==> src/rtl/branch_resolver_pkg.sv <==
// Shared definitions for the branch resolver: op encodings, FSM state
// constants and small op-classification helpers.
package branch_pkg;

    localparam int unsigned BR_OP_W = 3;

    // Branch op encodings as delivered by decode
    localparam logic [BR_OP_W-1:0] BR_BEQ  = 3'b000;
    localparam logic [BR_OP_W-1:0] BR_BNE  = 3'b001;
    localparam logic [BR_OP_W-1:0] BR_BLEZ = 3'b010;
    localparam logic [BR_OP_W-1:0] BR_BGTZ = 3'b011;
    localparam logic [BR_OP_W-1:0] BR_BLTZ = 3'b100;
    localparam logic [BR_OP_W-1:0] BR_BGEZ = 3'b101;

    // Resolver FSM states
    localparam int unsigned ST_W = 2;
    localparam logic [ST_W-1:0] ST_IDLE = 2'd0;
    localparam logic [ST_W-1:0] ST_REQ  = 2'd1;
    localparam logic [ST_W-1:0] ST_WAIT = 2'd2;
    localparam logic [ST_W-1:0] ST_DONE = 2'd3;

    // Encodings 110/111 are reserved
    function automatic logic br_op_legal(input logic [BR_OP_W-1:0] op);
        return (op <= BR_BGEZ);
    endfunction

    // Only BEQ/BNE compare against rt; the rest compare rs against zero
    function automatic logic br_op_binary(input logic [BR_OP_W-1:0] op);
        return (op == BR_BEQ) || (op == BR_BNE);
    endfunction

endpackage

==> src/rtl/branch_resolver_if.sv <==
// Decode / ALU-arbiter / fetch signal bundle for the branch resolver.
// slave: the resolver itself; master: the surrounding datapath.
interface branch_resolver_if #(
    parameter int unsigned BUS_WIDTH = 32,
    parameter int unsigned PC_WIDTH  = 32
) ();

    // Decode request
    logic                          br_valid;
    logic                          br_ready;
    logic [branch_pkg::BR_OP_W-1:0] br_op;
    logic [BUS_WIDTH-1:0]          br_rs;
    logic [BUS_WIDTH-1:0]          br_rt;
    logic [PC_WIDTH-1:0]           br_pc;
    logic [15:0]                   br_offset;

    // Shared ALU port
    logic                          alu_req;
    logic                          alu_gnt;
    logic [BUS_WIDTH-1:0]          alu_a;
    logic [BUS_WIDTH-1:0]          alu_b;
    logic [BUS_WIDTH-1:0]          alu_result;

    // Decision to fetch
    logic                          res_valid;
    logic                          res_ready;
    logic                          res_taken;
    logic [PC_WIDTH-1:0]           res_target;
    logic                          res_illegal;

    modport slave (
        input  br_valid, br_op, br_rs, br_rt, br_pc, br_offset,
        input  alu_gnt, alu_result,
        input  res_ready,
        output br_ready,
        output alu_req, alu_a, alu_b,
        output res_valid, res_taken, res_target, res_illegal
    );

    modport master (
        output br_valid, br_op, br_rs, br_rt, br_pc, br_offset,
        output alu_gnt, alu_result,
        output res_ready,
        input  br_ready,
        input  alu_req, alu_a, alu_b,
        input  res_valid, res_taken, res_target, res_illegal
    );

endinterface

==> src/rtl/branch_resolver_flag_eval.sv <==
// Combinational branch condition evaluation from an rs-minus-x ALU result.
// Kept separate so a future single-cycle branch path can reuse it.
module branch_flag_eval
    import branch_pkg::*;
#(
    parameter int unsigned BUS_WIDTH = 32
) (
    input  logic [BUS_WIDTH-1:0] alu_result,
    input  logic [BR_OP_W-1:0]   op,
    output logic                 taken
);

    logic zero;
    logic neg;

    // Derive zero/sign flags and select the condition for the op
    always_comb begin
        zero  = (alu_result == '0);
        neg   = alu_result[BUS_WIDTH-1];
        taken = 1'b0;
        case (op)
            BR_BEQ:  taken = zero;
            BR_BNE:  taken = !zero;
            BR_BLEZ: taken = zero | neg;
            BR_BGTZ: taken = !zero & !neg;
            BR_BLTZ: taken = neg;
            BR_BGEZ: taken = !neg;
            default: taken = 1'b0;
        endcase
    end

endmodule

==> src/rtl/branch_resolver.sv <==
// Multi-cycle branch resolver: accepts one branch from decode, borrows the
// shared ALU for rs - rt (or rs - 0), and returns a registered taken/target
// decision to fetch. All outputs come from flops or the state register.
module branch_resolver
    import branch_pkg::*;
#(
    parameter int unsigned BUS_WIDTH = 32,
    parameter int unsigned PC_WIDTH  = 32
) (
    input  logic             clk,
    input  logic             reset,
    branch_resolver_if.slave bus
);

    logic [ST_W-1:0]      state_q,       state_d;
    logic [BR_OP_W-1:0]   op_q,          op_d;
    logic [PC_WIDTH-1:0]  pc_q,          pc_d;
    logic [PC_WIDTH-1:0]  tgt_q,         tgt_d;
    logic [BUS_WIDTH-1:0] alu_a_q,       alu_a_d;
    logic [BUS_WIDTH-1:0] alu_b_q,       alu_b_d;
    logic                 res_valid_q,   res_valid_d;
    logic                 res_taken_q,   res_taken_d;
    logic [PC_WIDTH-1:0]  res_target_q,  res_target_d;
    logic                 res_illegal_q, res_illegal_d;

    logic [PC_WIDTH-1:0]  offset_ext;
    logic                 flag_taken;

    branch_flag_eval #(
        .BUS_WIDTH (BUS_WIDTH)
    ) u_flag_eval (
        .alu_result (bus.alu_result),
        .op         (op_q),
        .taken      (flag_taken)
    );

    // Next-state, operand capture and decision computation
    always_comb begin
        state_d       = state_q;
        op_d          = op_q;
        pc_d          = pc_q;
        tgt_d         = tgt_q;
        alu_a_d       = alu_a_q;
        alu_b_d       = alu_b_q;
        res_valid_d   = res_valid_q;
        res_taken_d   = res_taken_q;
        res_target_d  = res_target_q;
        res_illegal_d = res_illegal_q;

        // Word offset, sign-extended and scaled to bytes
        offset_ext = {{(PC_WIDTH-18){bus.br_offset[15]}}, bus.br_offset, 2'b00};

        case (state_q)
            ST_IDLE: begin
                if (bus.br_valid) begin
                    op_d  = bus.br_op;
                    pc_d  = bus.br_pc;
                    tgt_d = bus.br_pc + offset_ext;
                    if (br_op_legal(bus.br_op)) begin
                        alu_a_d       = bus.br_rs;
                        alu_b_d       = br_op_binary(bus.br_op) ? bus.br_rt : '0;
                        res_taken_d   = 1'b0;
                        res_illegal_d = 1'b0;
                        state_d       = ST_REQ;
                    end else begin
                        res_taken_d   = 1'b0;
                        res_illegal_d = 1'b1;
                        res_target_d  = bus.br_pc;
                        state_d       = ST_DONE;
                    end
                end
            end
            ST_REQ: begin
                if (bus.alu_gnt) begin
                    state_d = ST_WAIT;
                end
            end
            ST_WAIT: begin
                res_taken_d  = flag_taken;
                res_target_d = flag_taken ? tgt_q : pc_q;
                state_d      = ST_DONE;
            end
            default: begin
                // res_valid trails entry into DONE by one cycle; the
                // handshake is only honoured once it is visible to fetch
                if (res_valid_q && bus.res_ready) begin
                    res_valid_d = 1'b0;
                    state_d     = ST_IDLE;
                end else begin
                    res_valid_d = 1'b1;
                end
            end
        endcase
    end

    // State and datapath registers with synchronous reset
    always_ff @(posedge clk) begin
        if (reset) begin
            state_q       <= ST_IDLE;
            op_q          <= '0;
            pc_q          <= '0;
            tgt_q         <= '0;
            alu_a_q       <= '0;
            alu_b_q       <= '0;
            res_valid_q   <= 1'b0;
            res_taken_q   <= 1'b0;
            res_target_q  <= '0;
            res_illegal_q <= 1'b0;
        end else begin
            state_q       <= state_d;
            op_q          <= op_d;
            pc_q          <= pc_d;
            tgt_q         <= tgt_d;
            alu_a_q       <= alu_a_d;
            alu_b_q       <= alu_b_d;
            res_valid_q   <= res_valid_d;
            res_taken_q   <= res_taken_d;
            res_target_q  <= res_target_d;
            res_illegal_q <= res_illegal_d;
        end
    end

    // Drive the interface from flops and state decode only
    always_comb begin
        bus.br_ready    = (state_q == ST_IDLE);
        bus.alu_req     = (state_q == ST_REQ);
        bus.alu_a       = alu_a_q;
        bus.alu_b       = alu_b_q;
        bus.res_valid   = res_valid_q;
        bus.res_taken   = res_taken_q;
        bus.res_target  = res_target_q;
        bus.res_illegal = res_illegal_q;
    end

endmodule

==> src/flat_wrapper.sv <==
// flat-port wrapper written by rule: the top's interface ports become plain ports
module branch_resolver_flat import branch_pkg::*;
#(
    parameter int unsigned BUS_WIDTH = 32,
    parameter int unsigned PC_WIDTH  = 32
)
  (clk, reset, bus_br_valid, bus_br_op, bus_br_rs, bus_br_rt, bus_br_pc, bus_br_offset, bus_alu_gnt, bus_alu_result, bus_res_ready, bus_br_ready, bus_alu_req, bus_alu_a, bus_alu_b, bus_res_valid, bus_res_taken, bus_res_target, bus_res_illegal);
  branch_resolver_if #(.BUS_WIDTH(BUS_WIDTH), .PC_WIDTH(PC_WIDTH)) bus_i ();
  input  logic clk;
  input  logic reset;
  input wire logic [$bits(bus_i.br_valid)-1:0] bus_br_valid;
  input wire logic [$bits(bus_i.br_op)-1:0] bus_br_op;
  input wire logic [$bits(bus_i.br_rs)-1:0] bus_br_rs;
  input wire logic [$bits(bus_i.br_rt)-1:0] bus_br_rt;
  input wire logic [$bits(bus_i.br_pc)-1:0] bus_br_pc;
  input wire logic [$bits(bus_i.br_offset)-1:0] bus_br_offset;
  input wire logic [$bits(bus_i.alu_gnt)-1:0] bus_alu_gnt;
  input wire logic [$bits(bus_i.alu_result)-1:0] bus_alu_result;
  input wire logic [$bits(bus_i.res_ready)-1:0] bus_res_ready;
  output wire logic [$bits(bus_i.br_ready)-1:0] bus_br_ready;
  output wire logic [$bits(bus_i.alu_req)-1:0] bus_alu_req;
  output wire logic [$bits(bus_i.alu_a)-1:0] bus_alu_a;
  output wire logic [$bits(bus_i.alu_b)-1:0] bus_alu_b;
  output wire logic [$bits(bus_i.res_valid)-1:0] bus_res_valid;
  output wire logic [$bits(bus_i.res_taken)-1:0] bus_res_taken;
  output wire logic [$bits(bus_i.res_target)-1:0] bus_res_target;
  output wire logic [$bits(bus_i.res_illegal)-1:0] bus_res_illegal;
  assign bus_i.br_valid = bus_br_valid;
  assign bus_i.br_op = bus_br_op;
  assign bus_i.br_rs = bus_br_rs;
  assign bus_i.br_rt = bus_br_rt;
  assign bus_i.br_pc = bus_br_pc;
  assign bus_i.br_offset = bus_br_offset;
  assign bus_i.alu_gnt = bus_alu_gnt;
  assign bus_i.alu_result = bus_alu_result;
  assign bus_i.res_ready = bus_res_ready;
  assign bus_br_ready = bus_i.br_ready;
  assign bus_alu_req = bus_i.alu_req;
  assign bus_alu_a = bus_i.alu_a;
  assign bus_alu_b = bus_i.alu_b;
  assign bus_res_valid = bus_i.res_valid;
  assign bus_res_taken = bus_i.res_taken;
  assign bus_res_target = bus_i.res_target;
  assign bus_res_illegal = bus_i.res_illegal;
  branch_resolver #(.BUS_WIDTH(BUS_WIDTH), .PC_WIDTH(PC_WIDTH)) u_core (.clk(clk), .reset(reset), .bus(bus_i));
endmodule
==> config.mk <==
export PLATFORM = sky130hd
export DESIGN_NAME = branch_resolver_flat
export DESIGN_NICKNAME = d
export VERILOG_FILES = /design/src/rtl/branch_resolver_pkg.sv /design/src/rtl/branch_resolver_if.sv /design/src/rtl/branch_resolver_flag_eval.sv /design/src/rtl/branch_resolver.sv /design/src/flat_wrapper.sv
export SDC_FILE = /design/constraint.sdc
export NUM_CORES = 1
export LEC_CHECK = 0
export ABC_CLOCK_PERIOD_IN_PS = 2600
export CAP_MARGIN = 20
export CORE_ASPECT_RATIO = 0.5
export CORE_UTILIZATION = 47
export DETAILED_ROUTE_END_ITERATION = 16
export GPL_TIMING_DRIVEN = 1
export HOLD_SLACK_MARGIN = 0.02
export PLACE_DENSITY = 0.81
export SLEW_MARGIN = 20
export SYNTH_ARGS = -nofsm -noshare
export SYNTH_HDL_FRONTEND = slang
export SYNTH_SLANG_ARGS = --single-unit
==> constraint.sdc <==
create_clock -name clk -period 2.6 [get_ports clk]
set_input_delay 0.39 -clock clk [delete_from_list [all_inputs] [get_ports clk]]
set_output_delay 0.39 -clock clk [all_outputs]
set_load 0.02 [all_outputs]
* Word level (Yosys, flattened, before mapping) *
Cells that the tools add are included.

cells by class
  add/sub/neg operators = 1
  magnitude comparators = 1
  eq/ne operators = 11
  mux-type cells = 15
  bitwise operators = 2
  reduce and logical (&&, ||, !) cells = 16

operator list
  kind                number
  $mux 32             4
  $pmux 32 s2         1
  $add 32x32->32      1
  $logic_not 32->1    1
  $reduce_and 3->1    3
  $mux 2              4
  $eq 3x1->1 const B  2
  $eq 3x2->1 const B  2
  $eq 3x3->1 const B  2
  $logic_not 3->1     2
  $ne 2x2->1 const B  3
  $pmux 1 s6          1
  $pmux 2 s3          1
  $reduce_and 2->1    2
  $reduce_bool 4->1   1
  $le 3x3->1 const B  1
  $mux 1              3
  $reduce_or 3->1     1
  $eq 2x1->1 const B  1
  $eq 2x2->1 const B  1
  $logic_not 1->1     2
  $logic_not 2->1     1
  $pmux 1 s2          1
  $reduce_bool 2->1   1
  other kinds (4)     4

word-level totals
  flip-flop bits (word level) = 168
  bits of input ports = 152
  word-level logic and storage cells = 56

* Logic depth before layout (Yosys ltp) *
  depth after elaboration = 6
  mapped depth = 10

* Modules after synthesis *
From an unflattened synthesis, not the netlist that was laid out.

unflattened totals
  cells, all modules = 966
  area total of the unflattened synthesis = 7927.6 sq um

by module, submodules not included
  module            times used  cells an instance  area each (sq um)  seq. area each (sq um)
  branch_resolver   1           946                7772.5             3323.2
  branch_flag_eval  1           20                 155.1              0.0

* Least setup slack after synthesis *
Ideal clock, no wire load.

  kind = input-to-reg
  start = input bus_br_offset[0]
  end = register u_core.tgt_q[22]
  arrival = 2276 ps
  required time = 2480 ps
  slack = 204 ps
  stages on the path = 10
  cells stage by stage = ha_1 > inv_1 > fa_1 > nand2b_1 > a21oi_2 > o21bai_4 > a41o_4 > o31ai_2 > nor4b_1 > a211o_1

on the way
  word-level cells in the longest chain between the ends = 1

RTL lines
  what                  RTL line                RTL
  from (decl)           flat_wrapper.sv:16      input wire logic [$bits(bus_i.br_offset)-1:0] bus_br_offset;
  $add 32x32->32        branch_resolver.sv:58   tgt_d = bus.br_pc + offset_ext;
  to (signal assigned)  branch_resolver.sv:113  tgt_q <= tgt_d;
  to (decl)             branch_resolver.sv:18   logic [PC_WIDTH-1:0] tgt_q, tgt_d;

No other way between the ends.
A chain may end at the register's enable or synchronous reset.

* Final worst setup path *
  start = input bus_br_pc[2]
  end = register u_core.tgt_q[22]

on the way
  word-level cells in the longest chain between the ends = 1

RTL lines
  what            RTL line               RTL
  from (decl)     flat_wrapper.sv:15     input wire logic [$bits(bus_i.br_pc)-1:0] bus_br_pc;
  $add 32x32->32  branch_resolver.sv:58

No other way between the ends.

==> results_dict.tcl <==
set metrics [dict create \
    final_cell_mix "250 x clkdlybuf4s50_1, 189 x nand2_1, 166 x dfxtp_1, 114 x a21oi_1, 111 x buf_4" \
    gr-total-overflow 0 \
    cp_max_fo 4 \
    hp-start "reset" \
    crit_path_start_kind "input port" \
    antenna_found_initial 1 \
    synth_warnings 0 \
    ir_drop_uv 549.2 \
    async_flop_share_pct 0 \
    drt-total-wl_um 24530 \
    slew_headroom_pct 38.50 \
    seq_area_um2 3323 \
    synth_cell_type_count 55 \
    design.core.area_um2 15780 \
    clock_latency_ps 430 \
    slowest_delay_ps 490 \
    p_total_mw 8.849 \
    cts_made_buffers 17 \
    post-route-drc-count 0 \
    port_buffers 252 \
    first_pass_iters 5 \
    grt_pass1_wl_um 39130 \
    post-route-period-util_pct 95.54 \
    cts.sinks 166 \
    cts_tree "yes" \
    p_leak_nw 4.740 \
    htree_num_levels 4 \
    hold_viol 0 \
    cp_data_required_time_ps 2920 \
    fillers 1165 \
    outcome "completed" \
    drive_gt1_share_pct 13.51 \
    cp_data_arrival_time_ps 2800 \
    ys_ff_latch 166 \
    nNetsFinal 1424 \
    vias 8028 \
    grt_max_degree 51 \
    place_inst 1440 \
    worst_pin_slew_ps 899.2 \
    clk_path_buf_depth 2 \
    power_density_nw_per_um2 746.6 \
    min_to "u_core.pc_q[26]$_SDFFE_PP0P_" \
    worst-setup-path-type "in -> reg" \
    hold_depth 2 \
    reg2regPathDepth 8 \
    yosys_most_used_dff "dfxtp_1" \
    worst_clock_skew_ps 11.77 \
    cts.reportedPaths.clkPinSlew_ps 80 \
    worstHoldPathType "in -> reg" \
    cp_cell_sequence "clkdlybuf4s50_1 -> ha_2 -> inv_1 -> fa_2 -> nand2b_4 -> a21oi_4 -> o21bai_4 -> a41o_4 -> o31ai_2 -> nor4b_1 -> a211o_1" \
    post-route-util_pct 75.13 \
    chipHeight_um 92.87 \
    cp_top_family "compound AO/OA/AOI/OAI gates" \
    areaGrowthSynthToFinish_pct 52.72 \
    synth_area_um2 7761 \
    ys_seq_area_share_pct 42.82 \
    cp_num_buf_inv 2 \
    grtUsageTotal_pct 28.78 \
    wl_per_cell_um 16.67 \
    start_util_pct 49.20 \
    root_buffer "clkbuf_16" \
    end_kind "register" \
    drt_iter0_drc 591 \
    whs_ps 447.5 \
    syn_nets 1100 \
    rsz0062_at_grt "no" \
    rows 32 \
    ant_nets 0 \
    setup_viol_count_final 0 \
    r2r-end "u_core.bus.res_target[21]$_SDFFE_PP0P_" \
    die_w_um 183.7 \
    avgSynthCellArea_um2 8.491 \
    grt_pass1_vias 8051 \
    slowest_stage "clkdlybuf4s50_1" \
    max_freq_mhz 402.6 \
    ff2ff_setup_slack_ps 510 \
    multi_input_area_um2 4184 \
    cts_setup_buffers 0 \
    synth_enable_flop_cells 0 \
    dieArea_um2 17060 \
    maxCapViolCount 0 \
    final_common_cell "clkdlybuf4s50_1" \
    ios 253 \
    drv_slew 0 \
    final_cells 1472 \
    r2r-start "u_core.state_q[0]$_SDFFE_PP0P_" \
    via_per_inst 5.454 \
    synthCells 914 \
    detailed_place_hpwl_um 17680 \
    period_needed_ps 2484 \
    antennaDiodeCount 0 \
    gp_congestion 0.9630 \
]
-- sequential cells by signal, summed over array words and instances, names as in the netlist, 2 cells and up --
register	count
u_core.op_q	3
u_core.bus.res_target	32
u_core.bus.alu_a	32
u_core.pc_q	30
u_core.state_q	2
u_core.bus.alu_b	32
u_core.tgt_q	32
-- final cells by class --
type	instances	share of cell area (%)
clock inverters	15	1.605
well taps	221	2.333
multi-input cells	676	35.30
inverters	12	0.3800
flip-flops and latches	166	28.04
clock buffers	17	3.589
repair buffers	365	28.76
-- how the worst max path moves through the flow --
stage | from | to | slack, ps | depth (start not counted)
6_report | bus_br_pc[2] | u_core.tgt_q[22]$_SDFFE_PP0P_ | 120 | 11
5_1_grt | bus_br_pc[2] | u_core.tgt_q[22]$_SDFFE_PP0P_ | 8 | 11
4_1_cts | bus_br_pc[2] | u_core.tgt_q[22]$_SDFFE_PP0P_ | 30 | 11
3_5_place_dp | bus_br_pc[2] | u_core.tgt_q[22]$_SDFFE_PP0P_ | -410 | 11
3_3_place_gp | bus_br_pc[2] | u_core.tgt_q[22]$_SDFFE_PP0P_ | -370 | 11
2_1_floorplan | bus_br_offset[0] | u_core.tgt_q[22]$_SDFFE_PP0P_ | 200 | 10
-- what timing repair did --
item,CTS,global route
hold buffers,0,0
hold endpoints to repair,0,0
gates resized for setup,0,6
setup endpoints to repair,0,9
-- cell families (layout without fill, tap and decap cells) --
logic type / Yosys count / after routing / synth area share [%]
adder cells (fa/ha/maj): 34 / 34 / 5.578
flip-flops: 166 / 166 / 42.82
buffers and inverters: 72 / 409 / 3.934
XOR/XNOR: 24 / 24 / 2.708
AO/OA/AOI/OAI: 297 / 297 / 24.94
multiplexers: 35 / 35 / 4.514
AND/OR/NAND/NOR: 286 / 286 / 15.51
-- layer usage --
| metal | global-route usage [%] | wire (um) | part of all wire (%) |
|---|---|---|---|
| met2 | 49.40 | 11810 | 48 |
| met5 | 0 | 0 | 0 |
| met3 | 7.786 | 1718 | 7.0 |
| met1 | 35.13 | 10690 | 44 |
| met4 | 8.819 | 310 | 1.3 |
-- power breakdown --
part / total [mW] / switching, mW / internal (mW)
clock: 2.67 / 1.14 / 1.54
sequential: 3.13 / 0.218 / 2.92
combinational: 3.04 / 1.67 / 1.37
-- through the flow --
| step | instance area (um^2) | TNS [ps] | worst slack, ps |
|---|---|---|---|
| after global routing | 11850 | 0 | 8.344 |
| after detailed placement | 11210 | -4187 | -414.4 |
| after CTS | 11830 | 0 | 27.28 |
| after floorplan | 7761 | 0 | 204.2 |
| after global placement | 11210 | -3495 | -373.3 |
| final | 11850 | 0 | 116.1 |
-- cells in the mapped netlist, drive strengths merged, types with 13 or more instances --
master / instances / area, um^2
o21ai: 54 / 274.0
nor2: 40 / 150.1
a21oi: 116 / 584.3
a22oi: 31 / 232.7
a22o: 34 / 297.8
dfxtp: 166 / 3323
nand2: 190 / 713.2
a211oi: 13 / 112.6
ha: 33 / 412.9
buf: 19 / 106.4
clkbuf: 41 / 153.9
mux2i: 35 / 350.3
(Power assumes the default switching activity.)
